## config.mk

```make
export PLATFORM = sky130hd
export DESIGN_NAME = prog_loader
export DESIGN_NICKNAME = d
export VERILOG_FILES = /design/src/rtl/prog_loader_pkg.sv /design/src/rtl/load_index_ctr.sv /design/src/rtl/prog_loader.sv
export SDC_FILE = /design/constraint.sdc
export NUM_CORES = 1
export LEC_CHECK = 0
export CAP_MARGIN = 20
export CORE_MARGIN = 2
export CORE_UTILIZATION = 55
export CTS_CLUSTER_DIAMETER = 200
export DETAILED_ROUTE_END_ITERATION = 12
export DONT_BUFFER_PORTS = 1
export MAX_ROUTING_LAYER = met4
export PLACE_DENSITY_LB_ADDON = 0.12
export SLEW_MARGIN = 20
export SYNTH_ARGS = -nofsm -noshare
export SYNTH_HDL_FRONTEND = slang
export SYNTH_HIERARCHICAL = 1
export SYNTH_SLANG_ARGS = --single-unit
export TNS_END_PERCENT = 10
```

## constraint.sdc

```tcl
create_clock -name clk_in -period 3.05 [get_ports clk_in]
set_clock_uncertainty 0.1 [all_clocks]
set_input_delay 0.61 -clock clk_in [delete_from_list [all_inputs] [get_ports clk_in]]
set_output_delay 0.61 -clock clk_in [all_outputs]
set_load 0.005 [all_outputs]
```

## src/rtl/prog_loader_pkg.sv

```systemverilog
// Shared types and default widths for the boot program loader.
package prog_loader_pkg;

    localparam int DATA_W_DEF = 16;
    localparam int ROM_AW_DEF = 10;
    localparam int PM_AW_DEF  = 9;

    typedef enum logic [2:0] {
        IDLE  = 3'd0,
        FETCH = 3'd1,
        WAIT  = 3'd2,
        WRITE = 3'd3,
        DONE  = 3'd4
    } state_t;

endpackage

```

## src/rtl/load_index_ctr.sv

```systemverilog
// Word index for the loader; one bit wider than the program-memory address
// so that a full-depth load still has a reachable terminal value.
module load_index_ctr
    import prog_loader_pkg::*;
#(
    parameter int PM_AW      = PM_AW_DEF,
    parameter int LOAD_WORDS = 512
) (
    input  logic           clk,
    input  logic           rst,
    input  logic           clr,
    input  logic           inc,
    output logic [PM_AW:0] index,
    output logic           last
);

    localparam logic [PM_AW:0] LAST_IDX = (PM_AW + 1)'(LOAD_WORDS - 1);

    always_ff @(posedge clk) begin
        if (rst || clr) begin
            index <= '0;
        end else if (inc) begin
            index <= index + 1'b1;
        end
    end

    assign last = (index == LAST_IDX);

endmodule

```

## src/rtl/prog_loader.sv

```systemverilog
// Boot loader: copies LOAD_WORDS words from boot RAM into program memory,
// holding the processor in reset until the copy completes.
//   state | meaning
//   IDLE  | out of reset, starts automatically next cycle
//   FETCH | issue boot RAM read for current index
//   WAIT  | cover RAM latency, capture word on last cycle
//   WRITE | present word to program memory until accepted
//   DONE  | load complete, waiting for restart
module prog_loader
    import prog_loader_pkg::*;
#(
    parameter int DATA_W     = DATA_W_DEF,
    parameter int ROM_AW     = ROM_AW_DEF,
    parameter int PM_AW      = PM_AW_DEF,
    parameter int LOAD_WORDS = 512,
    parameter int ROM_BASE   = 0,
    parameter int ROM_LAT    = 1
) (
    input  logic              clk_in,
    input  logic              rst_load,
    input  logic              rst_processor,
    input  logic              start,
    output logic              rom_en,
    output logic [ROM_AW-1:0] rom_addr,
    input  logic [DATA_W-1:0] rom_data,
    output logic              pm_we,
    output logic [PM_AW-1:0]  pm_addr,
    output logic [DATA_W-1:0] pm_data,
    input  logic              pm_ready,
    output logic              busy,
    output logic              done,
    output logic [DATA_W-1:0] checksum,
    output logic              proc_rst
);

    localparam logic [ROM_AW-1:0] ROM_BASE_A = ROM_AW'(ROM_BASE);
    localparam logic [1:0]        WAIT_LOAD  = 2'(ROM_LAT - 1);

    state_t          state;
    state_t          state_nxt;
    logic [1:0]      wait_cnt;
    logic [PM_AW:0]  index;
    logic            last;
    logic            idx_clr;
    logic            idx_inc;
    logic            accept;
    logic            restart;

    assign accept  = (state == WRITE) && pm_ready;
    assign restart = (state == DONE) && start;
    assign idx_clr = restart;
    assign idx_inc = accept && !last;

    load_index_ctr #(
        .PM_AW      (PM_AW),
        .LOAD_WORDS (LOAD_WORDS)
    ) u_index (
        .clk   (clk_in),
        .rst   (rst_load),
        .clr   (idx_clr),
        .inc   (idx_inc),
        .index (index),
        .last  (last)
    );

    always_comb begin
        state_nxt = state;
        case (state)
            IDLE:  state_nxt = FETCH;
            FETCH: state_nxt = WAIT;
            WAIT:  if (wait_cnt == 2'd0) state_nxt = WRITE;
            WRITE: if (pm_ready) state_nxt = last ? DONE : FETCH;
            DONE:  if (start) state_nxt = FETCH;
            default: state_nxt = IDLE;
        endcase
    end

    always_ff @(posedge clk_in) begin
        if (rst_load) begin
            state    <= IDLE;
            wait_cnt <= 2'd0;
            pm_data  <= '0;
            checksum <= '0;
        end else begin
            state <= state_nxt;
            if (state == FETCH) begin
                wait_cnt <= WAIT_LOAD;
            end else if (state == WAIT && wait_cnt != 2'd0) begin
                wait_cnt <= wait_cnt - 2'd1;
            end
            if (state == WAIT && wait_cnt == 2'd0) begin
                pm_data <= rom_data;
            end
            if (restart) begin
                checksum <= '0;
            end else if (accept) begin
                checksum <= checksum + pm_data;
            end
        end
    end

    // Address outputs follow the index directly; strobes qualify them.
    assign rom_addr = ROM_BASE_A + ROM_AW'(index);
    assign pm_addr  = index[PM_AW-1:0];
    assign rom_en   = (state == FETCH);
    assign pm_we    = (state == WRITE);
    assign busy     = (state == FETCH) || (state == WAIT) || (state == WRITE);
    assign done     = (state == DONE);
    assign proc_rst = rst_processor | ~done;

endmodule

```

==> flow_metrics.env, run 1 <==
export IMPL_final_antenna_net_count=0
export IMPL_fp_row_count=25
export IMPL_hold_violations=0
export IMPL_die_y_um=74.3
export IMPL_worstMarginPinSlew_ns=0.628
export IMPL_dp_hpwl_um=4590
export IMPL_avgViaCountPerCell=5.84
export IMPL_yosysWarningCount=6
export IMPL_rsz0062_at_grt="false"
export IMPL_vias=2330
export IMPL_crit_buf_inv=0
export IMPL_cp_end_kind="flip-flop"
export IMPL_drive_gt1_frac=0.0663
export IMPL_coreArea_mm2=0.00475
export IMPL_h_tree_depth=2
export IMPL_crit_chain="ha_1 > fa_1 > a211oi_1 > o21ai_0 > a2111oi_0 > nor3_1 > xnor2_1 > a21oi_1"
export IMPL_ctsLongestPathBuffers=2
export IMPL_slew_headroom=0.580
export IMPL_postSynthAreaPerCell_um2=7.89
export IMPL_areaGrowthSynthToFinish_pct=2.16
export IMPL_cts_root_buffer="clkbuf_8"
export IMPL_die_w_um=74.3
export IMPL_cellPowerDensity_mw_per_mm2=406
export IMPL_cts_sinks=47
export IMPL_async_flop_share=0
export IMPL_synth_area_mux_share=0.0184
export IMPL_cp_max_fo=4
export IMPL_ys_types=49
export IMPL_clock_latency_ns=0.30
export IMPL_synthAdderAreaFrac=0.0855
export IMPL_syn_area_mm2=0.00272
export IMPL_firstDrtPassIters=4
export IMPL_synth_compound_area_frac=0.211
export IMPL_grt_use_total=0.241
export IMPL_numPortBuffers=0
export IMPL_synth_top_family_by_area="simple AND/OR/NAND/NOR gates"
export IMPL_cp_slowest_stage_delay_ns=0.43
export IMPL_post_cts_buffers=0
export IMPL_power_mw=1.13
export IMPL_finalSetupViolCount=0
export IMPL_setup_tns_final_ns=0
export IMPL_ir_worst_vdd_uv=288
export IMPL_fin_crit_ns=2.55
export IMPL_ys_flop_type="dfxtp_1"
export IMPL_synthTopCellsByArea="dfxtp_1, a21oi_1, nand2_1"
export IMPL_grt_pass1_wl_um=9980
export IMPL_status="complete, no violations"
export IMPL_maxCapViolCount=0
export IMPL_num_io_pins=77
export IMPL_hold_buffers=0
export IMPL_min_path_type="in2reg"
export IMPL_path_delay_family="compound AO/OA/AOI/OAI gates"
export IMPL_fin_crit_sh=0.836
export IMPL_place_congestion=0.893
export IMPL_nets=371
export IMPL_crit_slowest_cell="fa_1"
export IMPL_slew_violations=0
export IMPL_cts_tree="done"
export IMPL_grt_overflow=0
export IMPL_cts_inserted_buffers=5
export IMPL_diodes=0
export IMPL_grt_max_degree=25
export IMPL_cp_arrival_ns=2.64
export IMPL_dieArea_mm2=0.00553
export IMPL_synth_edf_count=0
export IMPL_hold_ws_ns=0.268
export IMPL_ctsResizeCount=0
export IMPL_yosysTopAreaCellShare=0.346
export IMPL_p_leak_nw=1.09
export IMPL_worstSetupPathType="reg2reg"
export IMPL_synth_xor_area_share=0.0290
export IMPL_synth_largest_area_cell="dfxtp_1"
export IMPL_post_drt_wl_per_cell_um=15.7
export IMPL_wl_um=6270
export IMPL_clkSlewWorstSetupHoldPaths_ns=0.09
export IMPL_cp_required_ns=3.14
export IMPL_max_freq_mhz=392
export IMPL_syn_inst=345
export IMPL_antenna_found_initial=0
export IMPL_syn_nets=384
export IMPL_synth_seq_area_share=0.346
export IMPL_drc=0
export IMPL_grt_pass1_vias=2156
export IMPL_start_util=0.572
export IMPL_critPathLaunchType="flip-flop"
export IMPL_yosys_area_share_simple=0.255
export IMPL_drt_iter0_drc=113
export IMPL_synth_seq_cells=47
## cell usage after synthesis (all sizes together) (2+ instances only)
library cell,instances
nand2,57
a21oi,49
dfxtp,47
nor2,27
o21ai,18
ha,17
buf,12
nand3,12
and3,11
clkbuf,10
a211oi,8
nor3,8
nand4,7
inv,6
mux2i,5
or4,5
xor2,5
a21o,4
xnor2,4
and2,3
o21a,3
o31ai,3
or3,3
a2111oi,2
nor4,2
o211ai,2
o21bai,2
or2,2
## worst paths after layout
path	slack, ns	endpoint	start	cells after the start
max	0.50	checksum[12]	pm_data[0]	8
min	0.27	pm_data[7]	rst_load	1
max reg2reg	0.50	checksum[12]	pm_data[0]	8
min reg2reg	0.39	checksum[5]	checksum[5]	2
## stage by stage
stage / util / instance area [µm²] / setup slack [ns] / instances
4_1_cts: 0.585 / 2780 / 0.508 / 399
3_3_place_gp: 0.566 / 2690 / 0.598 / 392
5_1_grt: 0.585 / 2780 / 0.218 / 399
6_report: 0.585 / 2780 / 0.500 / 399
3_5_place_dp: 0.566 / 2690 / 0.536 / 392
2_1_floorplan: - / 2720 / 0.734 / 345
## flip-flops by register name, summed over array words and instances, names as in the netlist
signal and flops:
pm_data 16, wait_cnt 2, checksum 16, u_index/index 10
state 3
## power breakdown
group          internal [mW]  switching, mW
clock network          0.178          0.205
logic                 0.0326         0.0590
registers              0.629         0.0238
## layout make-up
cell class | instances | area (µm²)
inverters | 6 | 22.5
fillers | 469 | 1970
well taps | 67 | 83.8
flip-flops and latches | 47 | 941
repair buffers | 2 | 15.0
multi-input cells | 270 | 1630
clock inverters | 1 | 5.00
clock buffers | 6 | 82.6
## worst reg2reg max path: cells and delay by family (launching register included)
kind                       cells  cell delay, ns
DFF                            1            0.35
adders and majority gates      2            0.68
and+or+nand+nor                1            0.12
AOI/OAI and AO/OA              4            1.04
xor gates and xnor gates       1            0.15
## layer usage
metal  vias to the layer above  GRT usage  share of wire
met4                         0     0.0714          0.014
met1                      1071      0.305           0.47
met3                         8     0.0501          0.049
met5                         -          -              0
li1                       1207          -              -
met2                        44      0.391           0.47
## kinds of logic (layout without fill, tap and decap cells)
logic type | Yosys count | in the layout
AOI/OAI and AO/OA | 96 | 96
DFF | 47 | 47
muxes | 5 | 5
and+or+nand+nor | 142 | 142
adders and majority gates | 18 | 18
buffers and inverters | 28 | 15
xor gates and xnor gates | 9 | 9
## cells in the final DEF (no fill, tap or decap), types with 2 or more instances in the layout
cell       netlist  layout
nand3_1         12      12
clkbuf_8         0       6
nor2_1          27      27
o31ai_1          3       3
and3_1           7       7
a211oi_1         8       8
a2111oi_0        2       2
ha_1            17      17
buf_4            9       2
dfxtp_1         47      47
or4_1            5       5
a21oi_1         48      48
mux2i_1          5       5
a21o_1           4       4
or3_1            2       2
inv_1            6       6
or2_2            2       2
nor3_1           8       8
nand4_1          6       6
o21bai_1         2       2
o21a_1           3       3
nand2_1         57      57
xor2_1           5       5
and2_1           2       2
xnor2_1          4       4
o211ai_2         2       2
o21ai_0         17      17
and3_2           4       4
(Power assumes the default switching activity.)
==> inputs of run 2 (changes only) <==
==> constraint.sdc (replaced) <==
create_clock -name clk_in -period 2.65 [get_ports clk_in]
set_clock_uncertainty 0.1 [all_clocks]
set_input_delay 0.53 -clock clk_in [delete_from_list [all_inputs] [get_ports clk_in]]
set_output_delay 0.53 -clock clk_in [all_outputs]
set_load 0.005 [all_outputs]
==> run 2 against run 1 <==
  * Cell area rose by 0.31%
  * Utilization rose by 0.18 points
  * Worst hold slack got worse by 0.089 ns
  * Combinational power rose by 15%
  * First-iteration DRC count rose by 42%
  * Total power rose by 16%
  * Global-route usage rose by 0.31 points
  * Via count rose by 1.2%
  * Clock power rose by 19%
  * Critical path depth did not move
  * Sequential power rose by 15%
  * Maximum frequency rose by 5.9%
==> flow_metrics.env, run 2 (same netlist as run 1, synthesis figures left out) <==
export IMPL_nets=371
export IMPL_power_mw=1.31
export IMPL_multi_input_area_mm2=0.00164
export IMPL_status="complete, no violations"
export IMPL_timing_rr_end="checksum[12]"
export IMPL_ir_worst_vdd_uv=369
export IMPL_setup_tns_final_ns=0
export IMPL_worstMarginPinSlew_ns=0.616
export IMPL_reg2reg_slack_ns=0.24
export IMPL_cts_root_buffer="clkbuf_8"
export IMPL_rsz0062_at_grt="false"
export IMPL_place_congestion=0.895
export IMPL_min_path_cells=1
export IMPL_hold_ws_ns=0.179
export IMPL_sw_frac_of_total=0.273
export IMPL_coreArea_mm2=0.00475
export IMPL_cp_max_fo=4
export IMPL_final_antenna_net_count=0
export IMPL_dp_hpwl_um=4580
export IMPL_worstSetupPathType="reg2reg"
export IMPL_cts_tree="done"
export IMPL_drt_iter0_drc=161
export IMPL_firstDrtPassIters=6
export IMPL_wl_um=6180
export IMPL_clkSlewWorstSetupHoldPaths_ns=0.09
export IMPL_num_io_pins=77
export IMPL_hold_end="state[1]"
export IMPL_die_y_um=74.3
export IMPL_cp_slowest_stage_delay_ns=0.45
export IMPL_mostFrequentLayoutCell="nand2_1"
export IMPL_grt_pass1_wl_um=10000
export IMPL_diodes=0
export IMPL_h_tree_depth=2
export IMPL_switching_power_uw=358
export IMPL_stdcell_area_mm2=0.00279
export IMPL_max_freq_mhz=415
export IMPL_die_w_um=74.3
export IMPL_grt_pass1_vias=2079
export IMPL_finalSetupViolCount=0
export IMPL_reg2reg_depth=8
export IMPL_post_drt_wl_per_cell_um=15.5
export IMPL_numPortBuffers=0
export IMPL_start_util=0.572
export IMPL_vias=2357
export IMPL_seq_area_um2=941
export IMPL_drive_gt1_frac=0.0721
export IMPL_cellPowerDensity_mw_per_mm2=470
export IMPL_avgViaCountPerCell=5.89
export IMPL_antenna_found_initial=0
export IMPL_grt_use_total=0.244
export IMPL_ctsLongestPathBuffers=2
export IMPL_post_cts_buffers=0
export IMPL_pwr_share_seq=0.573
export IMPL_power_frac_clock=0.347
export IMPL_grt_overflow=0
export IMPL_fp_row_count=25
export IMPL_cp_arrival_ns=2.51
export IMPL_dieArea_mm2=0.00553
export IMPL_clock_latency_ns=0.31
export IMPL_internal_power_uw=953
export IMPL_placed_cell_area_mm2=0.00269
export IMPL_areaGrowthSynthToFinish_pct=2.48
export IMPL_largestRegisters="checksum: 16 flops, pm_data: 16 flops, u_index/index: 10 flops"
export IMPL_r2r_start="pm_data[0]"
export IMPL_crit_slowest_cell="fa_1"
export IMPL_slew_headroom=0.588
export IMPL_slew_violations=0
export IMPL_cp_required_ns=2.75
export IMPL_fin_crit_ns=2.41
export IMPL_critPathLaunchType="flip-flop"
export IMPL_comb_power_share=0.080
export IMPL_cp_end_kind="flip-flop"
export IMPL_fill_cells=459
export IMPL_p_leak_nw=1.09
export IMPL_drc=0
export IMPL_final_cell_mix="nand2_1, a21oi_1, dfxtp_1"
export IMPL_maxCapViolCount=0
export IMPL_cts_inserted_buffers=5
export IMPL_min_path_type="in2reg"
export IMPL_hold_violations=0
export IMPL_worstHoldStart="rst_load"
export IMPL_crit_buf_inv=0
export IMPL_fin_crit_sh=0.909
export IMPL_cts_sinks=47
export IMPL_hold_buffers=0
export IMPL_crit_chain="ha_1 > fa_1 > a211oi_2 > o21ai_1 > a2111oi_0 > nor3_1 > xnor2_1 > a21oi_1"
export IMPL_grt_max_degree=25
export IMPL_path_delay_family="compound AO/OA/AOI/OAI gates"
export IMPL_ctsResizeCount=0
## run 2: cell types whose count changed in the layout (fill, tap and decap cells not counted), sizes merged
cell	before	now
inv	6	8
clkbuf	6	5
## run 2: power groups by stage
stage                     combinational (mW)  sequential (mW)  clock, mW
after detailed placement               0.104            0.768          0
after CTS                              0.105            0.751      0.466
after global routing                   0.120            0.755      0.496
after global placement                 0.103            0.767          0
final                                  0.105            0.751      0.455
after floorplan                       0.0983            0.755          0
## run 2: worst reg2reg max path: cells and delay by family (launching register included)
kind	cells	cell delay, ns
flip-flops	1	0.34
AND/OR/NAND/NOR	1	0.11
XOR/XNOR	1	0.15
adder cells (fa/ha/maj)	2	0.69
AO/OA/AOI/OAI	4	0.91
## run 2: area by class of cell
cell class	instances	area share
clock buffers	5	0.0247
multi-input cells	270	0.586
well taps	67	0.0301
repair buffers	2	0.00538
inverters	6	0.00808
flip-flops and latches	47	0.337
clock inverters	3	0.00808
## run 2: worst max path at each step
stage               start  cells after the start  slack (ns)      endpoint
6_report       pm_data[0]                      8        0.24  checksum[12]
5_1_grt        pm_data[0]                      8        0.03  checksum[12]
4_1_cts        pm_data[0]                      8        0.12  checksum[12]
3_5_place_dp   pm_data[0]                      8        0.14  checksum[12]
3_3_place_gp   pm_data[0]                      8        0.20  checksum[12]
2_1_floorplan  pm_data[0]                      8        0.33  checksum[12]
## run 2: layer usage
layer / GRT usage / vias to the layer above / part of all wire
met1: 0.319 / 1086 / 0.47
li1: - / 1205 / -
met3: 0.0678 / 6 / 0.059
met5: - / - / 0
met4: 0.0754 / 0 / 0.0097
met2: 0.370 / 60 / 0.46
## run 2: metrics by stage
stage,utilization,worst slack (ns),cells
global placement,0.566,0.200,392
detailed placement,0.566,0.139,392
CTS,0.586,0.117,400
global route,0.587,0.0342,400
finish,0.587,0.242,400
floorplan,-,0.334,345
